===== src/rtl/twos_comp_bcd_decoder_if.sv =====
// Handshake/result bus between the result-register side and the two's-complement BCD decoder.
// Optional feature macro: LEADING_ZERO_BLANK_EN adds the blank vector to the bus.
interface twos_comp_bcd_decoder_if #(
   parameter int WIDTH  = 8,
   parameter int DIGITS = 3
);
   logic                  start;
   logic [WIDTH-1:0]      data_in;
   logic                  busy;
   logic                  done;
   logic                  sign;
   logic [4*DIGITS-1:0]   bcd;
`ifdef LEADING_ZERO_BLANK_EN
   logic [DIGITS-1:0]     blank;

   modport master (output start, data_in, input busy, done, sign, bcd, blank);
   modport slave  (input start, data_in, output busy, done, sign, bcd, blank);
`else
   modport master (output start, data_in, input busy, done, sign, bcd);
   modport slave  (input start, data_in, output busy, done, sign, bcd);
`endif
endinterface


===== src/rtl/twos_comp_bcd_decoder.sv =====
// Sequential two's-complement to sign + BCD magnitude decoder (double dabble, one bit per cycle).
// Optional feature macro: LEADING_ZERO_BLANK_EN adds a registered leading-zero blank vector.
module twos_comp_bcd_decoder #(
   parameter int WIDTH  = 8,
   parameter int DIGITS = 3
) (
   input  logic CLK,
   input  logic RST,
   twos_comp_bcd_decoder_if.slave bus
);
   localparam int CW = (WIDTH > 2) ? $clog2(WIDTH) : 1;
   localparam logic [CW-1:0] LAST = CW'(WIDTH - 1);

   typedef enum logic [1:0] {IDLE, SHIFT, DONE} state_t;

   state_t                state;
   logic [CW-1:0]         cnt;
   logic [WIDTH-1:0]      mag;
   logic                  sign_w;
   logic [4*DIGITS-1:0]   bcd_w;
   logic [4*DIGITS-1:0]   adj;
   logic [4*DIGITS-1:0]   bcd_nx;
   logic                  busy_r;
   logic                  done_r;
   logic                  sign_r;
   logic [4*DIGITS-1:0]   bcd_r;

   // Add-3 correction on every digit >= 5, then shift the top magnitude bit into the BCD register.
   // Carry out of the top digit cannot occur for a legal DIGITS, so it is simply dropped.
   always_comb begin
      adj = bcd_w;
      for (int i = 0; i < DIGITS; i++) begin
         if (bcd_w[4*i +: 4] >= 4'd5)
            adj[4*i +: 4] = bcd_w[4*i +: 4] + 4'd3;
      end
      bcd_nx = {adj[4*DIGITS-2:0], mag[WIDTH-1]};
   end

`ifdef LEADING_ZERO_BLANK_EN
   logic [DIGITS-1:0] blank_r;
   logic [DIGITS-1:0] blank_nx;

   // A digit is blanked when it and every higher digit are zero; the units digit always shows.
   always_comb begin
      logic hz;
      hz       = 1'b1;
      blank_nx = '0;
      for (int i = DIGITS - 1; i >= 1; i--) begin
         hz          = hz & (bcd_nx[4*i +: 4] == 4'd0);
         blank_nx[i] = hz;
      end
   end

   assign bus.blank = blank_r;
`endif

   // Control FSM and datapath: capture on start, WIDTH shift steps, one-cycle done pulse.
   always_ff @(posedge CLK) begin
      if (RST) begin
         state  <= IDLE;
         cnt    <= '0;
         mag    <= '0;
         sign_w <= 1'b0;
         bcd_w  <= '0;
         busy_r <= 1'b0;
         done_r <= 1'b0;
         sign_r <= 1'b0;
         bcd_r  <= '0;
`ifdef LEADING_ZERO_BLANK_EN
         blank_r <= '0;
`endif
      end else begin
         case (state)
            IDLE: begin
               done_r <= 1'b0;
               if (bus.start) begin
                  // Negation of the most negative value wraps to 2**(WIDTH-1), which is the correct magnitude.
                  sign_w <= bus.data_in[WIDTH-1];
                  mag    <= bus.data_in[WIDTH-1] ? (~bus.data_in + WIDTH'(1)) : bus.data_in;
                  bcd_w  <= '0;
                  cnt    <= '0;
                  busy_r <= 1'b1;
                  state  <= SHIFT;
               end
            end
            SHIFT: begin
               bcd_w <= bcd_nx;
               mag   <= {mag[WIDTH-2:0], 1'b0};
               cnt   <= cnt + CW'(1);
               if (cnt == LAST) begin
                  sign_r <= sign_w;
                  bcd_r  <= bcd_nx;
`ifdef LEADING_ZERO_BLANK_EN
                  blank_r <= blank_nx;
`endif
                  done_r <= 1'b1;
                  state  <= DONE;
               end
            end
            DONE: begin
               done_r <= 1'b0;
               busy_r <= 1'b0;
               state  <= IDLE;
            end
            default: begin
               done_r <= 1'b0;
               busy_r <= 1'b0;
               state  <= IDLE;
            end
         endcase
      end
   end

   assign bus.busy = busy_r;
   assign bus.done = done_r;
   assign bus.sign = sign_r;
   assign bus.bcd  = bcd_r;
endmodule

===== src/flat_wrapper.sv =====
// flat-port wrapper written by rule: the top's interface ports become plain ports
module twos_comp_bcd_decoder_flat 
#(
   parameter int WIDTH  = 8,
   parameter int DIGITS = 3
)
  (CLK, RST, bus_start, bus_data_in, bus_busy, bus_done, bus_sign, bus_bcd);
  twos_comp_bcd_decoder_if #(.WIDTH(WIDTH), .DIGITS(DIGITS)) bus_i ();
  input  logic CLK;
  input  logic RST;
  input wire logic [$bits(bus_i.start)-1:0] bus_start;
  input wire logic [$bits(bus_i.data_in)-1:0] bus_data_in;
  output wire logic [$bits(bus_i.busy)-1:0] bus_busy;
  output wire logic [$bits(bus_i.done)-1:0] bus_done;
  output wire logic [$bits(bus_i.sign)-1:0] bus_sign;
  output wire logic [$bits(bus_i.bcd)-1:0] bus_bcd;
  assign bus_i.start = bus_start;
  assign bus_i.data_in = bus_data_in;
  assign bus_busy = bus_i.busy;
  assign bus_done = bus_i.done;
  assign bus_sign = bus_i.sign;
  assign bus_bcd = bus_i.bcd;
  twos_comp_bcd_decoder #(.WIDTH(WIDTH), .DIGITS(DIGITS)) u_core (.CLK(CLK), .RST(RST), .bus(bus_i));
endmodule

===== config.mk =====
export PLATFORM = sky130hd
export DESIGN_NAME = twos_comp_bcd_decoder_flat
export DESIGN_NICKNAME = d
export VERILOG_FILES = /design/src/rtl/twos_comp_bcd_decoder_if.sv /design/src/rtl/twos_comp_bcd_decoder.sv /design/src/flat_wrapper.sv
export SDC_FILE = /design/constraint.sdc
export NUM_CORES = 1
export LEC_CHECK = 0
export BUFFER_PORTS_ARGS = -buffer_cell sky130_fd_sc_hd__buf_2
export CAP_MARGIN = 20
export CORE_UTILIZATION = 60
export DETAILED_ROUTE_END_ITERATION = 8
export PLACE_DENSITY = 0.83
export RECOVER_POWER = 100
export SYNTH_ARGS = -nofsm -noshare
export SYNTH_HDL_FRONTEND = slang
export SYNTH_SLANG_ARGS = --single-unit

===== constraint.sdc =====
create_clock -name CLK -period 3.9 [get_ports CLK]
set_input_delay 0.195 -clock CLK [delete_from_list [all_inputs] [get_ports CLK]]
set_output_delay 0.195 -clock CLK [all_outputs]
set_load 0.1 [all_outputs]

Yosys cells after proc, flatten, opt, wreduce, memory -nomap -nowiden
Index checks and enable logic that the tools add are counted.
{"block": "word_totals", "ff_bits": 41, "inputBits": 11, "output_inout_bits": 15, "word_cells": 46}
{"block": "op_classes", "addsub": 5, "order_cmp": 3, "n_eq_ne": 4, "muxes": 15, "bitwise_logic": 2, "reduce_logical": 8}
{"operator": "one-hot mux 12 bit (2 select lines)", "n": 1}
{"operator": "2-to-1 mux 8 bit", "n": 2}
{"operator": "one-hot mux 8 bit (2 select lines)", "n": 1}
{"operator": "greater-or-equal comparator 4 x 3 -> 1 bit (second input constant)", "n": 3}
{"operator": "2-to-1 mux 12 bit", "n": 1}
{"operator": "AND reduction 2 bit", "n": 5}
{"operator": "adder 4 x 2 -> 4 bit (second input constant)", "n": 2}
{"operator": "adder 8 x 1 -> 8 bit (second input constant)", "n": 1}
{"operator": "2-to-1 mux 4 bit", "n": 2}
{"operator": "NOT 8 bit", "n": 1}
{"operator": "2-to-1 mux 3 bit", "n": 2}
{"operator": "one-hot mux 3 bit (2 select lines)", "n": 1}
{"operator": "2-to-1 mux 2 bit", "n": 2}
{"operator": "one-hot mux 2 bit (2 select lines)", "n": 1}
{"operator": "adder 3 x 1 -> 3 bit (second input constant)", "n": 1}
{"operator": "adder 3 x 2 -> 3 bit (second input constant)", "n": 1}
{"operator": "equality test 3 bit (second input constant)", "n": 1}
{"operator": "equality test 2 x 1 -> 1 bit (second input constant)", "n": 1}
{"operator": "zero test 2 bit", "n": 1}
{"operator": "inequality test 2 x 1 -> 1 bit (second input constant)", "n": 1}
{"operator": "inequality test 2 bit (second input constant)", "n": 1}
{"operator": "one-hot mux 1 bit (2 select lines)", "n": 1}
{"operator": "nonzero test 2 bit", "n": 1}
{"operator": "OR reduction 2 bit", "n": 1}
{"operator": "other kinds (2)", "n": 2}

Longest topological paths before layout
{"block": "logic_depth", "word_depth": 5, "mapped_depth": 7, "mapped_depth_nobuf": 6}

Worst setup path after synthesis
Ideal clock, no wire load.
{"block": "synth_timing", "path_type": "flip-flop to flip-flop", "start": "register u_core.bcd_w[0]", "end": "register u_core.bcd_w[2]", "setup_time_ns": 0.074, "arrival_time_ns": 1.379, "required_time_ns": 3.826, "setup_slack_ns": 2.446, "stages_incl_launch_ff": 7, "path_buffers": 0, "path_cell_list": "dfxtp_1 > inv_1 > ha_1 > nand2b_1 > a21oi_1 > mux2_2 > o21ai_0"}
{"block": "synth_via", "elab_chain_len": 3}
{"element": "from (decl)", "line_no": "twos_comp_bcd_decoder.sv:20", "source": "logic [4*DIGITS-1:0] bcd_w;"}
{"element": "from (signal assigned)", "line_no": "twos_comp_bcd_decoder.sv:87", "source": "bcd_w <= bcd_nx;"}
{"element": "adder 4 x 2 -> 4 bit / greater-or-equal comparator 4 x 3 -> 1 bit (equally long branches)", "line_no": "twos_comp_bcd_decoder.sv:34, twos_comp_bcd_decoder.sv:33"}
{"element": "2-to-1 mux 4 bit *", "line_no": "twos_comp_bcd_decoder.sv:33", "source": "if (bcd_w[4*i +: 4] >= 4'd5)"}
{"element": "one-hot mux 12 bit (2 select lines) *", "line_no": "twos_comp_bcd_decoder.sv:73", "source": "case (state)"}
Every way passes the cells marked *; elsewhere a longest branch is shown, timed or not.
A chain may end at the register's enable or synchronous reset.

Worst setup path in the final report
{"block": "layout_timing", "start": "register u_core.state[0]", "end": "register u_core.bcd_r[5] (netlist: u_core.bus.bcd[5])"}
{"block": "layout_via", "elab_chain_len": 2}
{"element": "from (decl)", "line_no": "twos_comp_bcd_decoder.sv:16", "source": "state_t state;"}
{"element": "from (signal assigned)", "line_no": "twos_comp_bcd_decoder.sv:60", "source": "state <= IDLE;"}
{"element": "from (signal assigned)", "line_no": "twos_comp_bcd_decoder.sv:83", "source": "state <= SHIFT;"}
{"element": "from (signal assigned)", "line_no": "twos_comp_bcd_decoder.sv:97", "source": "state <= DONE;"}
{"element": "equality test 2 x 1 -> 1 bit", "line_no": "twos_comp_bcd_decoder.sv:73"}
{"element": "AND reduction 2 bit (no source line)"}
{"element": "to (signal assigned)", "line_no": "twos_comp_bcd_decoder.sv:92", "source": "bcd_r <= bcd_nx;"}
{"element": "to (decl)", "line_no": "twos_comp_bcd_decoder.sv:26", "source": "logic [4*DIGITS-1:0] bcd_r;"}
Every way passes these cells.

==> reports/results.ini <==
[run_status]
run_status = complete, no violations

[power_and_ir_drop]
pwr_density_cell_mw_per_mm2 = 349
p_total_uw = 718
peakVddDrop_mv = 0.268
p_leak_uw = 0.000815

[setup_path]
worst_r2r_startpoint = u_core.state[0]
cp-startpoint = u_core.state[0]
worstPathMaxFanout = 10
critical_path_required_ns = 4.19
cp_top_family = simple AND/OR/NAND/NOR gates
critPathKind = flop to flop
highest_cell_delay_on_the_worst_timing_path_ns = 0.67
path_cells = nor2b_1 > and2_0 > nand2_4 > clkinvlp_2 > a21o_1
worst_setup_path_start_kind = flop
timing.critical_path.to_type = flop
path_buf_inv = 1
critical_path_arrival_ns = 2.45
timing.critical_path.slowest_stage_cell = sky130_fd_sc_hd__and2_0

[routing]
detailroute.via_count = 1579
finalWirelength_mm = 4.12
antenna_violating_nets_post_route = 0
drtPass1Iterations = 5
route.detailed.wl_per_inst_um = 15.4
route.detailed.drc = 0
vias_per_inst = 5.89
drt_iter0_drc = 89

[cts]
cts.hold.buffers_added = 0
htreeDepth = 2
postCtsSetupRepairBufs = 0
tritoncts_clock_tree = yes
clock-root-buffer = sky130_fd_sc_hd__clkbuf_4
cts_made_buffers = 5
cts.repair.resized = 0
max-clock-path-buffers = 2
clock_sink_count = 41
clock_latency_ns = 0.35
path_clk_slew_ns = 0.11

[timing]
timing.setup.tns_ns = 0
final-hold-violation-count = 0
slew_violations = 0
finClkSkew_ns = 0.00903
fin_crit_sh = 0.554
slew_at_the_pin_closest_to_its_max_slew_limit_ns = 1.16
finalCriticalPeriod_ns = 2.16
finalSetupViolCount = 0
rsz0062_at_grt = no
worst_slew_margin_rel = 0.228
setup_slack_ns = 1.74
fmax_ghz = 0.463

[finish]
fillers = 270
antenna_cells_inserted = 0
final_net_count = 244
post_synthesis_to_final_layout_area_growth_pct = 7.17
fraction_of_layout_cells_with_a_size_suffix_above_1 = 0.121

[logic_synthesis]
ys_ff_latch = 41
synth_nets = 220
yosys.area.top_type = sky130_fd_sc_hd__dfxtp_1
synth_edf_count = 0
synth_async_sr_flop_share = 0
synthesis_warnings = 0
post_synth_inst_count = 200
synthDistinctLibCells = 44
seq_area_frac_synth = 0.428
synth_largest_type_area_fraction = 0.428
top_ff_cell_synth = sky130_fd_sc_hd__dfxtp_1
post_synthesis_cell_area_mm2 = 0.00192
avgSynthCellArea_um2 = 9.60
ys_top_cells_by_area = sky130_fd_sc_hd__dfxtp_1, sky130_fd_sc_hd__ha_1, sky130_fd_sc_hd__nor2_1

[placed_design]
dp.final_hpwl_mm = 2.94
place_ws_ns = 2.26
place.port_buffers = 25
globalplace.congestion = 0.792

[floorplan]
rows = 20
fp.dieArea_mm2 = 0.00343
io-pin-count = 26
initial_core_util = 0.629
die_x_um = 58.6
die_height_um = 58.6
fp.coreArea_mm2 = 0.00305

[global_route]
number_of_antenna_violations_at_the_first_check_in_global_routing = 0
first_pass_grt_wire_length_mm = 6.66
grt.total_usage = 0.265
grt_max_degree = 21
grt_pass1_vias = 1501
grt-ovfl-total = 0

[worst_hold_path]
min-delay-path-class = primary input to flop
worstHoldStart = bus_data_in[6]

[flow_run]
maxCapViolations = 0

## state kept, by name, summed over array words and instances (netlist names)
signal	flops
u_core.bus.bcd	12
u_core.sign_w	1
u_core.cnt	3
u_core.bcd_w	12
u_core.state	2
u_core.bus.done	1
u_core.bus.busy	1
u_core.mag	8
u_core.bus.sign	1
## cells in the mapped netlist, types with 2 or more instances
cell type                  count
sky130_fd_sc_hd__a222oi_1      3
sky130_fd_sc_hd__nand2_2       2
sky130_fd_sc_hd__a211oi_1      5
sky130_fd_sc_hd__nand4_1       2
sky130_fd_sc_hd__nand3_1       2
sky130_fd_sc_hd__o31ai_2       3
sky130_fd_sc_hd__xor2_1        2
sky130_fd_sc_hd__a32o_1        4
sky130_fd_sc_hd__buf_6         2
sky130_fd_sc_hd__and3_1        4
sky130_fd_sc_hd__clkbuf_1      3
sky130_fd_sc_hd__nor2_1       14
sky130_fd_sc_hd__mux2i_1       3
sky130_fd_sc_hd__o21ai_0       6
sky130_fd_sc_hd__o21ai_1       2
sky130_fd_sc_hd__dfxtp_1      41
sky130_fd_sc_hd__nor3b_1       5
sky130_fd_sc_hd__a211oi_2      2
sky130_fd_sc_hd__nor2_2        3
sky130_fd_sc_hd__a21o_1        4
sky130_fd_sc_hd__nand2b_1      7
sky130_fd_sc_hd__ha_1          9
sky130_fd_sc_hd__a22oi_1       3
sky130_fd_sc_hd__nor3_1        4
sky130_fd_sc_hd__xnor2_1       5
sky130_fd_sc_hd__nand2_1      10
sky130_fd_sc_hd__inv_1        12
sky130_fd_sc_hd__a21oi_1      10
sky130_fd_sc_hd__o31ai_1       4
sky130_fd_sc_hd__o22ai_1       4
sky130_fd_sc_hd__buf_2         2
sky130_fd_sc_hd__a22o_1        6
## per-stage QoR
| step | hold slack [ns] | cell area, um^2 | utilization | instances |
|---|---|---|---|---|
| CTS | 0.124 | 2100 | 0.686 | 268 |
| global route | 0.154 | 2060 | 0.674 | 268 |
| detailed placement | 0.445 | 2040 | 0.668 | 261 |
| finish | 0.136 | 2060 | 0.674 | 268 |
| global placement | 0.441 | 2040 | 0.668 | 261 |
| floorplan | 0.349 | 1920 | - | 200 |
## cell type report
type / instances / area (um^2) / share of cell area
multi-input cells: 138 / 970 / 0.471
well taps: 44 / 55.1 / 0.0268
inverters: 13 / 50.0 / 0.0243
flip-flops and latches: 41 / 821 / 0.399
repair buffers: 25 / 106 / 0.0517
clock buffers: 7 / 55.1 / 0.0268
## worst paths after layout
path                       end  slack, ns  depth (start not counted)
max          u_core.bus.bcd[5]       1.74                          5
min              u_core.mag[6]       0.14                          3
max reg2reg  u_core.bus.bcd[5]       1.74                          5
min reg2reg    u_core.bus.sign       0.46                          2
## where the power goes
part	internal [uW]	switching [uW]	total, uW
clock	85.1	129	214
sequential	428	6.40	435
combinational	23.3	46.2	69.5
total	537	182	718
## cells in the final DEF, fill, tap and decap left out, types with 3 or more instances in the layout
| master | n |
|---|---|
| sky130_fd_sc_hd__a21oi_1 | 10 |
| sky130_fd_sc_hd__a222oi_1 | 3 |
| sky130_fd_sc_hd__a22o_1 | 6 |
| sky130_fd_sc_hd__o31ai_1 | 4 |
| sky130_fd_sc_hd__o21ai_0 | 8 |
| sky130_fd_sc_hd__dfxtp_1 | 41 |
| sky130_fd_sc_hd__mux2i_1 | 3 |
| sky130_fd_sc_hd__a22oi_1 | 3 |
| sky130_fd_sc_hd__xnor2_1 | 5 |
| sky130_fd_sc_hd__clkbuf_4 | 5 |
| sky130_fd_sc_hd__nor3b_1 | 5 |
| sky130_fd_sc_hd__ha_1 | 9 |
| sky130_fd_sc_hd__clkbuf_1 | 16 |
| sky130_fd_sc_hd__a21o_1 | 4 |
| sky130_fd_sc_hd__a211oi_1 | 6 |
| sky130_fd_sc_hd__a32o_1 | 4 |
| sky130_fd_sc_hd__nand2_1 | 11 |
| sky130_fd_sc_hd__inv_1 | 12 |
| sky130_fd_sc_hd__o31ai_2 | 3 |
| sky130_fd_sc_hd__nor3_1 | 4 |
| sky130_fd_sc_hd__and3_1 | 4 |
| sky130_fd_sc_hd__buf_2 | 10 |
| sky130_fd_sc_hd__nand2b_1 | 7 |
| sky130_fd_sc_hd__nor2_1 | 15 |
| sky130_fd_sc_hd__o22ai_1 | 4 |
## metal layers
metal	track usage	wire (um)	vias up
met4	0.167	122	0
met1	0.298	1690	745
met5	0	0	-
met3	0.0857	232	11
met2	0.433	2080	51
li1	-	-	772
## tightest hold or removal path: stages
cell,delay [ns]
sky130_fd_sc_hd__buf_2,0.10
sky130_fd_sc_hd__nand4_1,0.08
sky130_fd_sc_hd__o221ai_1,0.08
## kinds of logic (layout without fill, tap and decap cells)
logic type	after synthesis	after routing	share of synthesized area
muxes	4	4	0.0215
DFF	41	41	0.428
AOI/OAI and AO/OA	59	59	0.234
and+or+nand+nor	59	59	0.169
adders and majority gates	9	9	0.0587
buffers and inverters	21	45	0.0574
xor gates and xnor gates	7	7	0.0319
No activity file was read; power rests on OpenSTA's default activity.
